$ cat config.mk
export PLATFORM = sky130hd
export DESIGN_NAME = mem_port_arbiter
export DESIGN_NICKNAME = d
export VERILOG_FILES = /design/src/rtl/mips_mem_pkg.sv /design/src/rtl/mem_port_arbiter.sv
export SDC_FILE = /design/constraint.sdc
export NUM_CORES = 1
export LEC_CHECK = 0
export ABC_AREA = 1
export BUFFER_PORTS_ARGS = -buffer_cell sky130_fd_sc_hd__buf_4
export CAP_MARGIN = 15
export CELL_PAD_IN_SITES_DETAIL_PLACEMENT = 1
export CELL_PAD_IN_SITES_GLOBAL_PLACEMENT = 1
export CORE_MARGIN = 8
export CORE_UTILIZATION = 36
export DETAILED_ROUTE_END_ITERATION = 8
export MAX_ROUTING_LAYER = met4
export PLACE_DENSITY_LB_ADDON = 0.1
export REMOVE_ABC_BUFFERS = 1
export SYNTH_ARGS = -nofsm -noshare
export SYNTH_HDL_FRONTEND = slang
export SYNTH_SLANG_ARGS = --single-unit
$ cat constraint.sdc
create_clock -name clk -period 3.5 [get_ports clk]
set_input_delay 0.35 -clock clk [delete_from_list [all_inputs] [get_ports clk]]
set_output_delay 0.35 -clock clk [all_outputs]
set_load 0.05 [all_outputs]
$ cat src/rtl/mips_mem_pkg.sv
`default_nettype none
// ---------------------------------------------------------------------------
// mips_mem_pkg : shared types and constants for the unified memory port
// Rev 1.0
// ---------------------------------------------------------------------------
package mips_mem_pkg;

  localparam int ADDR_W   = 32;
  localparam int DATA_W   = 32;
  localparam int BE_W     = 4;
  localparam int STREAK_W = 4;

  typedef enum logic [1:0] {
    IDLE  = 2'd0,
    MREQ  = 2'd1,
    MWAIT = 2'd2,
    ACK   = 2'd3
  } state_t;

  typedef enum logic {
    OWN_I = 1'b0,
    OWN_D = 1'b1
  } owner_t;

  localparam logic [DATA_W-1:0] ERR_RDATA = 32'hDEADBEEF;

endpackage
`default_nettype wire

$ cat src/rtl/mem_port_arbiter.sv
`default_nettype none
// ---------------------------------------------------------------------------
// mem_port_arbiter : shares one memory port between fetch and load/store
// Rev 1.0
// ---------------------------------------------------------------------------
module mem_port_arbiter
  import mips_mem_pkg::*;
#(
  parameter int STARVE_LIMIT = 4,
  parameter int TIMEOUT      = 1024
) (
  input  logic              clk,
  input  logic              rst,
  input  logic              i_req,
  input  logic [ADDR_W-1:0] i_addr,
  output logic              i_ack,
  output logic [DATA_W-1:0] i_rdata,
  input  logic              d_req,
  input  logic              d_we,
  input  logic [BE_W-1:0]   d_be,
  input  logic [ADDR_W-1:0] d_addr,
  input  logic [DATA_W-1:0] d_wdata,
  output logic              d_ack,
  output logic [DATA_W-1:0] d_rdata,
  output logic              m_req,
  output logic              m_we,
  output logic [BE_W-1:0]   m_be,
  output logic [ADDR_W-1:0] m_addr,
  output logic [DATA_W-1:0] m_wdata,
  input  logic              m_ready,
  input  logic              m_rvalid,
  input  logic [DATA_W-1:0] m_rdata,
  output logic              err
);

  localparam int                  WD_W       = $clog2(TIMEOUT + 1);
  localparam logic [WD_W-1:0]     WD_LAST    = WD_W'(TIMEOUT - 1);
  localparam logic [STREAK_W-1:0] STREAK_CAP = STREAK_W'(STARVE_LIMIT);
  localparam logic [STREAK_W-1:0] STREAK_MAX = '1;

  state_t              r_state;
  owner_t              r_owner;
  logic [STREAK_W-1:0] r_streak;
  logic [WD_W-1:0]     r_wd;

  logic w_grant_d;
  logic w_grant_i;
  logic w_rsp;
  logic w_timeout;

  // A real response in the last watchdog cycle wins over the forced completion.
  always_comb begin
    w_grant_d = 1'b0;
    w_grant_i = 1'b0;
    w_rsp     = (r_state == MWAIT) && m_rvalid;
    w_timeout = ((r_state == MREQ) || (r_state == MWAIT)) && (r_wd == WD_LAST) && !w_rsp;
    if (r_state == IDLE) begin
      if (d_req && (!i_req || (STARVE_LIMIT == 0) || (r_streak < STREAK_CAP))) begin
        w_grant_d = 1'b1;
      end else if (i_req) begin
        w_grant_i = 1'b1;
      end
    end
  end

  always_ff @(posedge clk) begin
    if (!rst) begin
      r_state  <= IDLE;
      r_owner  <= OWN_I;
      r_streak <= '0;
      r_wd     <= '0;
      i_ack    <= 1'b0;
      i_rdata  <= '0;
      d_ack    <= 1'b0;
      d_rdata  <= '0;
      m_req    <= 1'b0;
      m_we     <= 1'b0;
      m_be     <= '0;
      m_addr   <= '0;
      m_wdata  <= '0;
      err      <= 1'b0;
    end else begin
      i_ack <= 1'b0;
      d_ack <= 1'b0;

      case (r_state)
        IDLE: begin
          if (w_grant_d) begin
            r_owner <= OWN_D;
            m_we    <= d_we;
            m_be    <= d_be;
            m_addr  <= d_addr;
            m_wdata <= d_wdata;
            if (!i_req) begin
              r_streak <= '0;
            end else if (r_streak != STREAK_MAX) begin
              r_streak <= r_streak + 1'b1;
            end
          end else if (w_grant_i) begin
            r_owner  <= OWN_I;
            m_we     <= 1'b0;
            m_be     <= 4'hF;
            m_addr   <= i_addr;
            m_wdata  <= '0;
            r_streak <= '0;
          end
          if (w_grant_d || w_grant_i) begin
            m_req   <= 1'b1;
            r_wd    <= '0;
            r_state <= MREQ;
          end
        end
        MREQ: begin
          r_wd <= r_wd + 1'b1;
          if (m_ready) begin
            m_req   <= 1'b0;
            r_state <= MWAIT;
          end
        end
        MWAIT: r_wd <= r_wd + 1'b1;
        ACK:   r_state <= IDLE;
        default: r_state <= IDLE;
      endcase

      if (w_rsp || w_timeout) begin
        m_req   <= 1'b0;
        r_state <= ACK;
        if (r_owner == OWN_D) begin
          d_ack   <= 1'b1;
          d_rdata <= w_rsp ? m_rdata : ERR_RDATA;
        end else begin
          i_ack   <= 1'b1;
          i_rdata <= w_rsp ? m_rdata : ERR_RDATA;
        end
        if (w_timeout) begin
          err <= 1'b1;
        end
      end
    end
  end

endmodule
`default_nettype wire

==> summary.txt <==
Outcome
  – Status: completed

Clocking
  – Hold_buf cts: 0
  – CTS Buf Count: 17
  – Worst skew pair latency: 0.43 ns
  – H-tree levels: 4
  – # clock sinks: 155
  – Reg clk slew, reported paths: 0.07 ns
  – Clk buf depth: 2
  – Post-CTS Setup Bufs: 0
  – PostCTS Resize Cnt: 0
  – Clock Tree Root: clkbuf_16
  – Clock tree from TritonCTS: done

Worst hold path
  – Worst Hold Path Cells: 3
  – Worst hold path type: input port to register
  – Worst Hold End: m_wdata[28]
  – Worst Hold Launch: d_wdata[28]

Logic synthesis
  – Synth Cell Area: 6420 sq um
  – Post-synth ARST share: 0%
  – Post-synth EDFFs: 0
  – Largest area contributor in the netlist: dfxtp_1
  – Synth cell count leaders: nand2_1, dfxtp_1, a21oi_1, inv_1, o21ai_0
  – Yosys top cell area share: 48.3%
  – Seq/Total Area, Yosys: 48.3%
  – Flops & latches, synth: 155
  – Top FF cell, synth: dfxtp_1
  – Syn avg cell area: 7.65 sq um
  – Syn. warnings: 0
  – Area contributors post-synth: dfxtp_1, a21oi_1, nand2_1
  – Netlist cell types: 28
  – Cell with the most instances after synthesis: nand2_1
  – Post-Synthesis Cells: 839

STA
  – Skew final: 0.0115 ns
  – Peak Freq: 496 MHz
  – Min Hold Slack: 0.178 ns
  – Final hold violation count: 0
  – Worst slew pin tran: 0.669 ns
  – Rel. slew slack: 55.4%
  – Final setup viols: 0
  – Post-route clock period utilization: 57.6%
  – Setup tns final: 0 ns
  – RSZ-0062 raised after global routing: false
  – Tmin final: 2.02 ns
  – Final Max Slew Viols: 0
  – Final worst slack: 1.48 ns

Die
  – IO Count: 276
  – Die X: 150 microns
  – Core box area: 17700 sq um
  – Die Y: 150 microns
  – Die Area: 22400 sq um
  – Initial core utilization: 36.2%
  – FP Rows: 49

Global routing
  – GRT overflow: 0
  – Vias in the first global route: 6637
  – Overall routing resource usage: 20.8%
  – First-pass GRT wire length: 35.3 mm
  – Pin count of the biggest net entering global routing: 61
  – Initial antenna violation count: 0

Placed design
  – Routability Congestion: 0.745
  – Pre-CTS setup slack: 1.43 ns
  – # port buffers: 275
  – Placed cells: 1300
  – HPWL after DPL: 16.7 mm

Power and ir drop
  – Leakage power: 4.27 nW
  – PwrDens: 783 nW/um^2
  – Clock Power Share: 24.7%
  – Psw: 3.16 mW
  – Sw Share: 44.3%
  – Sequential share of power: 31.8%
  – P_int: 3.98 mW
  – Comb power frac: 43.5%
  – Peak supply drop: 0.439 mV

Final layout
  – Fin cells: 1332
  – Area delta synth->final: 42.1%
  – # diodes: 0
  – Area of the multi-input gates: 2570 sq um
  – Fillers: 2208
  – Share of layout cells above drive strength 1: 32.3%
  – Reg area: 3100 sq um
  – Final layout net count: 1235

Drt
  – DR pass1 iterations: 4
  – Final wirelength: 23.0 mm
  – Via-to-Cell Ratio: 4.76
  – Post-route ant nets: 0
  – DRC: 0
  – DR WL/cell: 17.3 microns
  – Via Count: 6338
  – Initial DRC count: 240

Flow run
  – Max Cap Viol: 0

Critical path
  – Crit Path Category: register to register
  – CP top delay family: simple AND/OR/NAND/NOR gates
  – Critical Path Start Type: register
  – Critical Path, Cell by Cell: inv_1 -> ha_1 -> nand2_1 -> buf_4 -> or2_2 -> o21ai_0 -> a21oi_1
  – Crit path DAT: 2.30 ns
  – Reg-to-reg endpoint: d_rdata[6]
  – Crit-path max FO: 19
  – Reg-to-reg setup timing slack: 1.48 ns
  – Critical path buffer and inverter count: 2
  – R2r worst-path depth: 7
  – Crit path capture type: register
  – Critical path's largest stage delay: 0.37 ns
  – CP required: 3.79 ns
  – Crit Reg-Reg Startpoint: r_state[0]
  – Slowest cell on crit path: nand2_1
[layout by cell type (no fill, tap or decap), drive strengths merged, types with 19 or more instances in the layout]
cell type | netlist | layout
buf | 30 | 285
inv | 116 | 121
nand2 | 172 | 172
clkbuf | 23 | 19
a21oi | 142 | 142
or2 | 25 | 25
o21ai | 87 | 87
dfxtp | 155 | 155
nor2 | 29 | 29
a21o | 32 | 32
[power by group through the flow]
stage               Clock, mW  Sequential [mW]  Combinational [mW]
global route             1.88             2.31                3.34
finish                   1.76             2.27                3.10
global placement            0             2.29                3.12
CTS                      1.81             2.27                3.15
detailed placement          0             2.31                3.14
floorplan                   0             3.37               0.933
[worst max-delay path by stage]
stage                  end  depth (start not counted)        from  slack, ns
6_report        d_rdata[6]                          7  r_state[0]       1.48
5_1_grt        i_rdata[14]                          7  r_state[0]       1.27
4_1_cts        d_rdata[19]                          7  r_state[0]       1.43
3_5_place_dp   d_rdata[19]                          7  r_state[0]       1.43
3_3_place_gp   d_rdata[19]                          7  r_state[0]       1.47
2_1_floorplan  r_streak[0]                          9  r_state[0]       1.03
[state kept, by name, indices dropped and copies added, names as in the netlist, 2 cells and up]
| register | count |
|---|---|
| m_wdata | 32 |
| i_rdata | 32 |
| d_rdata | 32 |
| r_streak | 4 |
| r_wd | 11 |
| m_addr | 32 |
| m_be | 4 |
| r_state | 2 |
[per-layer routing]
metal | share of wire (%) | GRT usage [%] | vias up
met4 | 1.9 | 7.17 | 0
met2 | 47 | 33.2 | 198
met5 | 0 | - | -
met1 | 41 | 22.5 | 2935
li1 | - | - | 3182
met3 | 10 | 9.46 | 23
[through the flow]
step / utilization [%] / total power, mW / instance area, sq um
2_1_floorplan: - / 4.30 / 6100
3_3_place_gp: 48.3 / 5.41 / 8560
3_5_place_dp: 48.3 / 5.45 / 8560
4_1_cts: 51.5 / 7.24 / 9120
5_1_grt: 51.5 / 7.54 / 9120
6_report: 51.5 / 7.14 / 9120
[cell type report]
class                   instances  share of cell area (%)
clock buffers                  19                    4.97
clock inverters                13                    1.21
inverters                     116                    4.77
multi-input cells             515                    28.1
flip-flops and latches        155                    34.0
well taps                     229                    3.14
repair buffers                285                    23.7
[cells by family (layout without fill, tap and decap cells)]
family	after synthesis	count (layout)	share of synthesized area (%)
flip-flops	155	155	48.3
AND/OR/NAND/NOR	238	238	15.9
AO/OA/AOI/OAI	271	271	22.9
adder cells (fa/ha/maj)	6	6	1.17
buffers and inverters	169	433	11.7
[worst reg2reg max path: stages, from the launching register on]
cell	delay [ns]
dfxtp_1	0.34
inv_1	0.09
ha_1	0.16
nand2_1	0.37
buf_4	0.38
or2_2	0.30
o21ai_0	0.18
a21oi_1	0.06
(Power assumes the default switching activity.)
